===== src/rtl/fetch_pkg.sv =====
// Shared constants for the fetch stage and the hazard unit: NOP, FSM encoding, field positions.
// Latency: none (declarations only).
// Backpressure: n/a.
package fetch_pkg;

    // All-zero word is the architectural no-op inserted as a pipeline bubble.
    localparam logic [15:0] NOP = 16'h0000;

    // Two instruction slots are fetched per cycle, so the PC advances by two.
    localparam int PC_STEP = 2;

    // Register-field geometry; the hazard unit compares the same bit ranges.
    localparam int FIELD_W = 3;
    localparam int RD_LSB  = 0;   // Rd / Rd_1 = [2:0]
    localparam int RN_LSB  = 3;   // Rn        = [5:3]
    localparam int RM_LSB  = 6;   // Rm        = [8:6]
    localparam int RD2_LSB = 8;   // Rd_2      = [10:8]

    typedef enum logic [1:0] {
        S_BOOT  = 2'd0,
        S_RUN   = 2'd1,
        S_STALL = 2'd2,
        S_FLUSH = 2'd3
    } fetch_state_t;

    // Extract one 3-bit register field starting at bit position lsb.
    function automatic logic [FIELD_W-1:0] get_field(input logic [15:0] inst, input int lsb);
        return inst[lsb +: FIELD_W];
    endfunction

endpackage


===== src/rtl/pc_unit.sv =====
// Program counter with next-PC selection: hold, branch redirect, or advance by one slot pair.
// Latency: 1 cycle from control inputs to the registered PC.
// Backpressure: pc_write=0 holds the PC; a hold wins over a pending branch redirect.
module pc_unit
    import fetch_pkg::*;
#(
    parameter int              PC_W     = 8,
    parameter logic [PC_W-1:0] RESET_PC = '0
) (
    input  logic            clk,
    input  logic            rst_n,
    input  logic            pc_write,
    input  logic            branch_taken,
    input  logic [PC_W-1:0] branch_target,
    output logic [PC_W-1:0] pc
);

    logic [PC_W-1:0] pc_next;

    // Next-PC mux; the add wraps modulo 2^PC_W by truncation.
    always_comb begin
        pc_next = pc + PC_W'(PC_STEP);
        if (!pc_write) begin
            pc_next = pc;
        end else if (branch_taken) begin
            pc_next = branch_target;
        end
    end

    // PC register with synchronous active-low reset.
    always_ff @(posedge clk) begin
        if (!rst_n) begin
            pc <= RESET_PC;
        end else begin
            pc <= pc_next;
        end
    end

endmodule


===== src/rtl/fetch_if_id_stage.sv =====
// Dual-issue fetch stage and IF/ID register, with hazard-driven stall/flush and field decode.
// Latency: 1 cycle from PC to IF/ID; taken branch costs exactly one bubble.
// Backpressure: PCWrite/IF_ID_Write=0 freeze PC and IF/ID independently; stall beats branch.
module fetch_if_id_stage
    import fetch_pkg::*;
#(
    parameter int              PC_W     = 8,
    parameter int              INST_W   = 16,
    parameter logic [PC_W-1:0] RESET_PC = '0
) (
    input  logic              clk,
    input  logic              rst_n,
    input  logic              PCWrite,
    input  logic              IF_ID_Write,
    input  logic              branch_taken,
    input  logic [PC_W-1:0]   branch_target,
    output logic [PC_W-1:0]   imem_addr,
    input  logic [INST_W-1:0] imem_inst1,
    input  logic [INST_W-1:0] imem_inst2,
    output logic [PC_W-1:0]   IF_ID_pc,
    output logic [INST_W-1:0] IF_ID_inst1,
    output logic [INST_W-1:0] IF_ID_inst2,
    output logic              IF_ID_valid,
    output logic [2:0]        IF_ID_inst1_Rm,
    output logic [2:0]        IF_ID_inst1_Rd_1,
    output logic [2:0]        IF_ID_inst1_Rd_2,
    output logic [2:0]        IF_ID_inst2_Rm,
    output logic [2:0]        IF_ID_inst2_Rn,
    output logic [2:0]        IF_ID_inst2_Rd,
    output logic [1:0]        fetch_state,
    output logic [15:0]       stall_count
);

    logic [PC_W-1:0] pc;
    logic            flush;
    fetch_state_t    state_q;
    fetch_state_t    state_d;
    logic [15:0]     inst1_w;
    logic [15:0]     inst2_w;

    pc_unit #(
        .PC_W     (PC_W),
        .RESET_PC (RESET_PC)
    ) u_pc_unit (
        .clk           (clk),
        .rst_n         (rst_n),
        .pc_write      (PCWrite),
        .branch_taken  (branch_taken),
        .branch_target (branch_target),
        .pc            (pc)
    );

    // ROM address is the PC register itself, so it only moves at clock edges.
    assign imem_addr = pc;

    // A flush squashes the wrong-path fetch only when both the PC redirects and IF/ID is writable.
    assign flush = IF_ID_Write && branch_taken && PCWrite;

    // IF/ID pipeline register: hold on stall, bubble on flush, otherwise capture the fetched pair.
    always_ff @(posedge clk) begin
        if (!rst_n) begin
            IF_ID_pc    <= '0;
            IF_ID_inst1 <= INST_W'(NOP);
            IF_ID_inst2 <= INST_W'(NOP);
            IF_ID_valid <= 1'b0;
        end else if (IF_ID_Write) begin
            if (branch_taken && PCWrite) begin
                IF_ID_pc    <= '0;
                IF_ID_inst1 <= INST_W'(NOP);
                IF_ID_inst2 <= INST_W'(NOP);
                IF_ID_valid <= 1'b0;
            end else begin
                IF_ID_pc    <= pc;
                IF_ID_inst1 <= imem_inst1;
                IF_ID_inst2 <= imem_inst2;
                IF_ID_valid <= 1'b1;
            end
        end
    end

    // FSM state register.
    always_ff @(posedge clk) begin
        if (!rst_n) begin
            state_q <= S_BOOT;
        end else begin
            state_q <= state_d;
        end
    end

    // Next-state logic: boot always leaves to RUN, then stall takes priority over flush.
    always_comb begin
        state_d = S_RUN;
        if (state_q == S_BOOT) begin
            state_d = S_RUN;
        end else if (!IF_ID_Write) begin
            state_d = S_STALL;
        end else if (flush) begin
            state_d = S_FLUSH;
        end
    end

    assign fetch_state = state_q;

    // Saturating count of stalled cycles since reset.
    always_ff @(posedge clk) begin
        if (!rst_n) begin
            stall_count <= '0;
        end else if (!IF_ID_Write && (stall_count != 16'hFFFF)) begin
            stall_count <= stall_count + 16'd1;
        end
    end

    // Field decode reads the registered IF/ID words, never the live ROM data.
    assign inst1_w = 16'(IF_ID_inst1);
    assign inst2_w = 16'(IF_ID_inst2);

    assign IF_ID_inst1_Rm   = get_field(inst1_w, RM_LSB);
    assign IF_ID_inst1_Rd_1 = get_field(inst1_w, RD_LSB);
    assign IF_ID_inst1_Rd_2 = get_field(inst1_w, RD2_LSB);
    assign IF_ID_inst2_Rm   = get_field(inst2_w, RM_LSB);
    assign IF_ID_inst2_Rn   = get_field(inst2_w, RN_LSB);
    assign IF_ID_inst2_Rd   = get_field(inst2_w, RD_LSB);

endmodule

===== config.mk =====
export PLATFORM = sky130hd
export DESIGN_NAME = fetch_if_id_stage
export DESIGN_NICKNAME = d
export VERILOG_FILES = /design/src/rtl/fetch_pkg.sv /design/src/rtl/pc_unit.sv /design/src/rtl/fetch_if_id_stage.sv
export SDC_FILE = /design/constraint.sdc
export NUM_CORES = 1
export LEC_CHECK = 0
export BUFFER_PORTS_ARGS = -buffer_cell sky130_fd_sc_hd__buf_2
export CORE_ASPECT_RATIO = 1.1
export CORE_MARGIN = 2
export CORE_UTILIZATION = 50
export DETAILED_ROUTE_END_ITERATION = 6
export GPL_TIMING_DRIVEN = 1
export HOLD_SLACK_MARGIN = 0.1
export PLACE_DENSITY = 0.85
export SLEW_MARGIN = 20
export SYNTH_ARGS = -nofsm -noshare
export SYNTH_HDL_FRONTEND = slang
export SYNTH_HIERARCHICAL = 1
export SYNTH_SLANG_ARGS = --single-unit

===== constraint.sdc =====
create_clock -name clk -period 2.54 [get_ports clk]
set_clock_uncertainty 0.05 [all_clocks]
set_input_delay 0 -clock clk [delete_from_list [all_inputs] [get_ports clk]]
set_output_delay 0 -clock clk [all_outputs]
set_load 0.005 [all_outputs]

==> impl_metrics.yaml <==
status:
  status: "finished, final reports clean"
cts:
  ctsResizeCount: 0
  cts_tree: "done"
  cts.clk_slew.worst_paths_ns: 0.07
  cts.sinks: 67
  cts_htree_levels: 3
  cts_root_buf: "clkbuf_8"
  post-cts-setup-buffers: 0
  numCtsBuffers: 9
  insertion_delay_ns: 0.33
  cts_buffer_depth: 2
  postCtsHoldBufs: 49
logic_synthesis:
  synth_top_area_cell: "dfxtp_1"
  ys_async_sr_fraction_pct: 0
  synth_cells: 308
  synth_ff_type: "dfxtp_1"
  synth_nets: 355
  avgSynthCellArea_um2: 9.19
  synthesis.area_um2: 2830
  ys_warn_count: 6
  ys_ff_latch: 67
  ys_seq_area_share_pct: 47.4
  netlist.area_leader.share_pct: 47.4
  synth-edff-count: 0
  ys_types: 54
  yosys-top-cells-area: "dfxtp_1 (47%), a22oi_1 (11%), nor2_1 (7.0%), buf_4 (4.8%), a21oi_1 (2.1%)"
placement:
  dp_slack_ns: 0.684
  placed_area_um2: 3380
  place_congestion: 0.815
  dp_hpwl_mm: 4.92
  portBuffers: 129
detailed_routing:
  route.detailed.drc: 0
  dr.pass1.iters: 5
  viasPerCell: 5.54
  drt_first_iter_violations: 147
  ant_nets: 0
  num_vias: 2999
  wirelength_mm: 8.51
  wire_per_inst_um: 15.7
job:
  drv_cap: 0
layout:
  drive_above_1_share_pct: 34.3
  multiInputGateArea_um2: 1250
  fill_cells: 386
  syn2layout_area_growth_pct: 43.7
  regArea_um2: 1340
  nNetsFinal: 510
  final_area_um2: 4070
  diodes: 0
floorplan:
  die-height_um: 82.9
  io_pins: 130
  rows: 28
  core_area_um2: 5430
  start_util_pct: 52.1
  die_w_um: 75.8
  dieArea_um2: 6280
power:
  ir_drop_mv: 0.348
  leakagePower_nw: 1.92
  p_per_area_nw_per_um2: 570
  fin_total_pwr_mw: 2.32
worst_setup_path:
  required_ns: 2.76
  path_class: "flop to flop"
  crit_arrival_ns: 2.49
  worst_setup_path_start_kind: "flop"
  rr_worst_depth: 5
  cp_max_fo: 9
  critPathCaptureType: "flop"
timing:
  worst_pin_slew_ns: 0.907
  setup_viol_count_final: 0
  drv_slew: 0
  finalHoldViolations: 0
  period_minus_slack_ns: 2.28
  tns_ns: 0
  setup_ws_ns: 0.265
  fmax_mhz: 439
  rsz0062_at_grt: "false"
  relSlewSlack_pct: 39.5
  post-route-period-util_pct: 89.6
grt:
  grt_pass1_vias: 2986
  grt_first_pass_wirelength_mm: 13.9
  antenna_found_initial: 0
  grt.total_usage_pct: 28.2
  grt_max_degree: 55
  grt.overflow.total: 0
hold_path:
  min_path_type: "input port to flop"
  min_path_cells: 3
registers in the layout (all words and copies together), names as in the netlist:
register      count
stall_count      16
IF_ID_pc          8
IF_ID_inst2      16
IF_ID_inst1      16
u_pc_unit/pc      8
fetch_state       2
IF_ID_valid       1
cells by family (layout without fill, tap and decap cells):
group                      after synthesis  after routing  synth area share, %
xor gates and xnor gates                 3              3                0.928
AOI/OAI and AO/OA                       85             85                 21.6
adders and majority gates                2              2                0.884
DFF                                     67             67                 47.4
and+or+nand+nor                        105            105                 19.4
buffers and inverters                   43            201                 8.84
muxes                                    3              3                 1.06
worst paths after layout:
| path | from | to | slack, ns |
|---|---|---|---|
| setup / recovery | stall_count[8] | stall_count[1] | 0.26 |
| hold / removal | PCWrite | u_pc_unit/pc[7] | 0.13 |
| setup reg to reg | stall_count[8] | stall_count[1] | 0.26 |
| hold reg to reg | IF_ID_valid | IF_ID_valid | 0.43 |
area by class of cell:
class / count / share of cell area [%]
Sequential cell: 67 / 33.0
Multi-Input combinational cell: 198 / 30.8
Timing Repair Buffer: 181 / 28.5
Clock buffer: 12 / 4.06
Tap cell: 75 / 2.31
Clock inverter: 2 / 0.861
Inverter: 6 / 0.554
cell usage after synthesis, drive strengths merged, types with 2 or more instances:
master / n
a22o: 2
o31ai: 3
nor4: 4
ha: 2
a211oi: 2
a32o: 2
nand3: 7
nand2: 12
dfxtp: 67
or3: 4
nand4: 3
xor2: 3
or4: 4
o41ai: 2
and4: 2
clkbuf: 16
a31oi: 2
and2: 2
o211ai: 4
o21ai: 10
a21oi: 12
nor2: 53
inv: 5
buf: 21
and3: 3
nor3: 3
a22oi: 40
mux2i: 3
power breakdown:
| part | internal, mW | switching [mW] |
|---|---|---|
| Sequential | 1.09 | 0.0360 |
| Combinational | 0.157 | 0.138 |
| Clock | 0.522 | 0.372 |
| Total | 1.77 | 0.546 |
stage by stage:
stage                     hold WS [ns]  utilization, %  cells
after CTS                        0.108            74.9    541
after floorplan                 0.0889               -    308
after global placement           0.178            62.2    478
after global routing             0.139            74.9    541
final                            0.129            74.9    541
after detailed placement         0.189            62.2    478
layout by cell type (no fill, tap or decap), drive strengths merged, types with 4 or more instances in the layout:
cell type and n:
nand2 12, a22oi 40, or4 4, nand3 7
dlygate4sd3 49, a21oi 12, buf 132, or3 4
nor2 53, inv 5, nor4 4, clkbuf 12
o21ai 10, o211ai 4, dfxtp 67
worst max-delay path, cell delays in order, from the launching register on:
cell and delay, ns:
dfxtp_1 0.42, nand4_1 0.39, nor4_4 0.55, o211ai_1 0.14
o31ai_1 0.08, dlygate4sd3_1 0.59
layer usage:
layer  global-route usage (%)  part of all wire [%]
met5                        0                     0
met4                     12.1                   2.7
met3                     7.16                   7.3
met2                     48.7                    52
met1                     31.4                    38
Note: power is estimated with default switching activity, not from simulation.
